===== src/rtl/ws2812_rx.sv =====
// ws2812_rx -- receive-side decoder for the single-wire WS2812 neopixel protocol.
//
// Each bit is classified by the width of its high pulse. Bits are packed MSB-first
// into 24-bit words, and each word is tagged with its LED index within the frame.
// Words are presented on a valid/ready stream.
//
// Ports:
//   CLK         system clock
//   resetn      synchronous, active-low reset
//   din         asynchronous WS2812 data line
//   rgb_data    received word; the first bit on the wire lands in [23]
//   led_num     0-based index of rgb_data within the current frame
//   valid       rgb_data/led_num hold a word that has not been taken yet
//   ready       consumer accepts the word when valid && ready
//   frame_done  1-cycle pulse when the frame-gap low time is reached after >=1 bit
//   bit_err     1-cycle pulse on an over-long high, or on a partial word at the frame gap
//   overrun     sticky; a completed word was dropped because valid was still set
module ws2812_rx #(
  parameter int T_THRESH     = 7,
  parameter int MIN_HIGH     = 2,
  parameter int MAX_HIGH     = 18,
  parameter int RESET_CYCLES = 600,
  parameter int CNT_W        = 16
) (
  input  logic        CLK,
  input  logic        resetn,
  input  logic        din,
  output logic [23:0] rgb_data,
  output logic [7:0]  led_num,
  output logic        valid,
  input  logic        ready,
  output logic        frame_done,
  output logic        bit_err,
  output logic        overrun
);

  localparam logic [CNT_W-1:0] T_C     = CNT_W'(T_THRESH);
  localparam logic [CNT_W-1:0] MIN_C   = CNT_W'(MIN_HIGH);
  localparam logic [CNT_W-1:0] MAX_C   = CNT_W'(MAX_HIGH);
  localparam logic [CNT_W-1:0] RESET_C = CNT_W'(RESET_CYCLES);
  localparam logic [CNT_W-1:0] ONE_C   = CNT_W'(1);

  typedef enum logic [1:0] {SYNC, IDLE, HIGH, LOW} state_t;

  state_t           state_reg;
  state_t           ret_state_reg;   // state to resume after a rejected glitch
  logic             sync1_reg;
  logic             s_reg;
  logic             s_prev_reg;
  logic [CNT_W-1:0] hi_cnt_reg;
  logic [CNT_W-1:0] lo_cnt_reg;
  logic [23:0]      word_reg;
  logic [4:0]       bit_cnt_reg;
  logic [7:0]       idx_reg;

  logic             rise;
  logic             fall;
  logic [CNT_W-1:0] hi_inc;
  logic [CNT_W-1:0] lo_inc;
  logic             bit_val;
  logic [23:0]      new_word;
  logic             word_done;

  assign rise      = s_reg & ~s_prev_reg;
  assign fall      = ~s_reg & s_prev_reg;
  assign hi_inc    = (hi_cnt_reg == '1) ? hi_cnt_reg : hi_cnt_reg + ONE_C;
  assign lo_inc    = (lo_cnt_reg == '1) ? lo_cnt_reg : lo_cnt_reg + ONE_C;
  // hi_cnt_reg holds the number of high cycles seen when the falling edge arrives
  assign bit_val   = (hi_cnt_reg >= T_C);
  assign new_word  = {word_reg[22:0], bit_val};
  assign word_done = (bit_cnt_reg == 5'd23);

  always_ff @(posedge CLK) begin
    if (!resetn) begin
      state_reg     <= SYNC;
      ret_state_reg <= IDLE;
      sync1_reg     <= 1'b0;
      s_reg         <= 1'b0;
      s_prev_reg    <= 1'b0;
      hi_cnt_reg    <= '0;
      lo_cnt_reg    <= '0;
      word_reg      <= '0;
      bit_cnt_reg   <= '0;
      idx_reg       <= '0;
      rgb_data      <= '0;
      led_num       <= '0;
      valid         <= 1'b0;
      frame_done    <= 1'b0;
      bit_err       <= 1'b0;
      overrun       <= 1'b0;
    end else begin
      sync1_reg  <= din;
      s_reg      <= sync1_reg;
      s_prev_reg <= s_reg;
      frame_done <= 1'b0;
      bit_err    <= 1'b0;

      // A word load further down overrides this clear.
      if (valid && ready)
        valid <= 1'b0;

      case (state_reg)
        SYNC: begin
          // Any high resets the quiet-time count; only a full gap lets decoding start.
          if (s_reg) begin
            lo_cnt_reg <= '0;
          end else if (lo_inc == RESET_C) begin
            lo_cnt_reg <= '0;
            state_reg  <= IDLE;
          end else begin
            lo_cnt_reg <= lo_inc;
          end
        end

        IDLE: begin
          if (rise) begin
            hi_cnt_reg    <= ONE_C;
            ret_state_reg <= IDLE;
            state_reg     <= HIGH;
          end
        end

        HIGH: begin
          if (fall) begin
            if (hi_cnt_reg < MIN_C) begin
              // Glitch: drop it and resume; lo_cnt_reg was left untouched.
              state_reg <= ret_state_reg;
            end else begin
              lo_cnt_reg <= ONE_C;
              state_reg  <= LOW;
              if (word_done) begin
                bit_cnt_reg <= '0;
                word_reg    <= '0;
                if (!valid || ready) begin
                  rgb_data <= new_word;
                  led_num  <= idx_reg;
                  valid    <= 1'b1;
                end else begin
                  overrun <= 1'b1;
                end
                if (idx_reg != 8'hFF)
                  idx_reg <= idx_reg + 8'd1;
              end else begin
                word_reg    <= new_word;
                bit_cnt_reg <= bit_cnt_reg + 5'd1;
              end
            end
          end else if (hi_cnt_reg >= MAX_C) begin
            // This cycle is one more high cycle than allowed.
            bit_err     <= 1'b1;
            word_reg    <= '0;
            bit_cnt_reg <= '0;
            lo_cnt_reg  <= '0;
            state_reg   <= SYNC;
          end else begin
            hi_cnt_reg <= hi_inc;
          end
        end

        LOW: begin
          if (rise) begin
            hi_cnt_reg    <= ONE_C;
            ret_state_reg <= LOW;
            state_reg     <= HIGH;
          end else if (lo_inc == RESET_C) begin
            frame_done  <= 1'b1;
            idx_reg     <= '0;
            if (bit_cnt_reg != 5'd0)
              bit_err <= 1'b1;
            bit_cnt_reg <= '0;
            word_reg    <= '0;
            state_reg   <= IDLE;
          end else begin
            lo_cnt_reg <= lo_inc;
          end
        end

        default: state_reg <= SYNC;
      endcase
    end
  end

endmodule


===== config.mk =====
export PLATFORM = sky130hd
export DESIGN_NAME = ws2812_rx
export DESIGN_NICKNAME = d
export VERILOG_FILES = /design/src/rtl/ws2812_rx.sv
export SDC_FILE = /design/constraint.sdc
export NUM_CORES = 1
export LEC_CHECK = 0
export CORE_MARGIN = 3
export CORE_UTILIZATION = 45
export DETAILED_ROUTE_END_ITERATION = 8
export GPL_TIMING_DRIVEN = 1
export MAX_ROUTING_LAYER = met4
export PLACE_DENSITY = 0.64
export SYNTH_ARGS = -nofsm -noshare
export SYNTH_HDL_FRONTEND = slang
export SYNTH_SLANG_ARGS = --single-unit

===== constraint.sdc =====
create_clock -name CLK -period 8.5 [get_ports CLK]
set_input_delay 2.125 -clock CLK [delete_from_list [all_inputs] [get_ports CLK]]
set_output_delay 2.125 -clock CLK [all_outputs]
set_load 0.02 [all_outputs]

==> impl_metrics.env <==
export IMPL_outcome="finished clean"
export IMPL_yosysTopAreaCell="dfxtp_1"
export IMPL_layout_commonest_cell="nand2_1"
export IMPL_gp_congestion=0.906
export IMPL_largest_register_ffs=24
export IMPL_grt_pass1_wl_um=19200
export IMPL_fin_nets=658
export IMPL_post_cts_resized=0
export IMPL_rsz0062_at_grt="false"
export IMPL_crit_type="in2reg"
export IMPL_drive_above_1_share_pct=5.96
export IMPL_period_share_pct=49.4
export IMPL_wl_um=11200
export IMPL_worst_slew_pin_slew_ns=1.12
export IMPL_coreArea_mm2=0.0106
export IMPL_hp_class="reg2reg"
export IMPL_synth_edff_count=0
export IMPL_cts_setup_buffers=0
export IMPL_die_area_mm2=0.0125
export IMPL_period_needed_ns=4.20
export IMPL_fp_dieH_um=112
export IMPL_seq_area_frac_synth_pct=43.8
export IMPL_pin_count=40
export IMPL_start_kind="input port"
export IMPL_drc=0
export IMPL_power_total_mw=0.853
export IMPL_clock_sinks=110
export IMPL_yosys_top_cells_area="dfxtp_1, nand2_1, a21oi_1"
export IMPL_dp_hpwl_um=7760
export IMPL_power_density_mw_per_mm2=152
export IMPL_h_tree_depth=3
export IMPL_fin_util_pct=53.0
export IMPL_fmax_mhz=238
export IMPL_die_w_um=112
export IMPL_ctsRootBufferMaster="clkbuf_8"
export IMPL_ctsHoldBuffers=0
export IMPL_ant_nets=0
export IMPL_overflow=0
export IMPL_final_cell_mix="nand2_1, dfxtp_1, a21oi_1"
export IMPL_ys_warn_count=0
export IMPL_clkTransAtPathRegs_ns=0.11
export IMPL_dp_slack_ns=3.90
export IMPL_portBuffers=39
export IMPL_diodes=0
export IMPL_drt_iter0_markers=306
export IMPL_clock_path_buffers=2
export IMPL_numCtsBuffers=9
export IMPL_clock_latency_ns=0.37
export IMPL_cp_arrival_ns=4.46
export IMPL_leakage_nw=1.82
export IMPL_syn_cell_area_mm2=0.00502
export IMPL_drt_pass1_iter_count=7
export IMPL_ys_types=60
export IMPL_drv_cap=0
export IMPL_setup_tns_final_ns=0
export IMPL_setup_violations=0
export IMPL_finalHoldViolCount=0
export IMPL_syn_nets=641
export IMPL_slew_headroom_pct=25.0
export IMPL_async_reset_ff_share_pct=0
export IMPL_path_max_fanout=69
export IMPL_cts_tree="yes"
export IMPL_grt_pass1_vias=4142
export IMPL_synthFlopType="dfxtp_1"
export IMPL_grt_start_max_net_pins=70
export IMPL_finClkSkew_ns=0.0182
export IMPL_peakVddDrop_mv=0.104
export IMPL_postSynthAreaPerCell_um2=7.95
export IMPL_min_delay_start="sync1_reg"
export IMPL_core_rowCount=37
export IMPL_worst_slack_ns=4.30
export IMPL_vias=4438
export IMPL_maxSlewViolCount=0
export IMPL_drt_vias_per_instance=5.62
export IMPL_r2r_start="lo_cnt_reg[0]"
export IMPL_end_kind="flip-flop"
export IMPL_area_growth_pct=11.9
export IMPL_start_util_pct=47.4
export IMPL_ys_ff_latch=110
export IMPL_antenna_found_initial=0
export IMPL_netlist_instances=632
export IMPL_gr_usage_all_layers_pct=18.6
export IMPL_worstPathRequired_ns=8.76
export IMPL_detail_route_wl_per_cell_um=14.2
export IMPL_critPathLaunch="resetn"
export IMPL_netlist_area_leader_share_pct=43.8
## path summary, 6_finish.rpt
path                     to  slack (ns)  depth (start not counted)
max reg2reg     word_reg[0]        4.50                         10
max          lo_cnt_reg[10]        4.30                          7
min reg2reg           s_reg        0.44                          1
min                   s_reg        0.44                          1
## where the power goes
part	leakage (nW)	total (mW)	switching (mW)	internal, mW
clock	0.0966	0.310	0.189	0.121
sequential	0.887	0.520	0.00332	0.517
combinational	0.839	0.0230	0.0159	0.00711
## metrics by stage
stage | cell area [µm²] | hold WS [ns] | instances
floorplan | 5020 | 0.412 | 632
global placement | 5420 | 0.417 | 774
detailed placement | 5420 | 0.419 | 774
CTS | 5620 | 0.443 | 790
global route | 5620 | 0.471 | 790
finish | 5620 | 0.440 | 790
## kinds of logic after synthesis
family,synth area share [%]
AOI/OAI and AO/OA,20.3
muxes,0.797
DFF,43.8
xor gates and xnor gates,1.74
and+or+nand+nor,27.6
adders and majority gates,1.25
buffers and inverters,4.43
## worst max-delay path, stage by stage
cell	delay, ns
clkdlybuf4s50_1	0.72
inv_2	0.04
buf_4	0.33
nor2_1	0.27
o31ai_4	0.23
or2_2	0.43
o41ai_1	0.29
## area by class of cell
type,count,area [µm²]
Clock inverter,6,58.8
Clock buffer,10,138
Tap cell,136,170
Sequential cell,110,2200
Inverter,10,37.5
Multi-Input combinational cell,476,2600
Fill cell,1040,4980
Timing Repair Buffer,42,413
## layer usage
| metal | global-route usage, % | share of wire, % | vias up |
|---|---|---|---|
| met1 | 25.0 | 49 | 2071 |
| met4 | 5.43 | 1.4 | 0 |
| met2 | 28.8 | 46 | 97 |
| met5 | - | 0 | - |
| met3 | 3.10 | 3.5 | 13 |
| li1 | - | - | 2257 |
## Yosys cell counts, drive strengths merged (2+ instances only)
| cell type | instances |
|---|---|
| buf | 19 |
| o31ai | 9 |
| and4 | 4 |
| o211a | 2 |
| nand3 | 41 |
| a211oi | 2 |
| nor2 | 57 |
| or4 | 4 |
| a2bb2oi | 3 |
| clkbuf | 17 |
| and2 | 8 |
| o21a | 2 |
| mux2i | 4 |
| inv | 9 |
| ha | 5 |
| nor3 | 11 |
| dfxtp | 110 |
| o21ai | 32 |
| nand4 | 12 |
| o2111ai | 3 |
| or3 | 3 |
| a41oi | 2 |
| o41ai | 3 |
| a21oi | 82 |
| nor2b | 5 |
| nor4 | 6 |
| and3 | 9 |
| nand2 | 121 |
| o211ai | 7 |
| xnor2 | 3 |
| or2 | 2 |
| a31o | 2 |
| a31oi | 8 |
| xor2 | 7 |
| nand2b | 9 |
No activity file was read; power rests on OpenSTA's default activity.
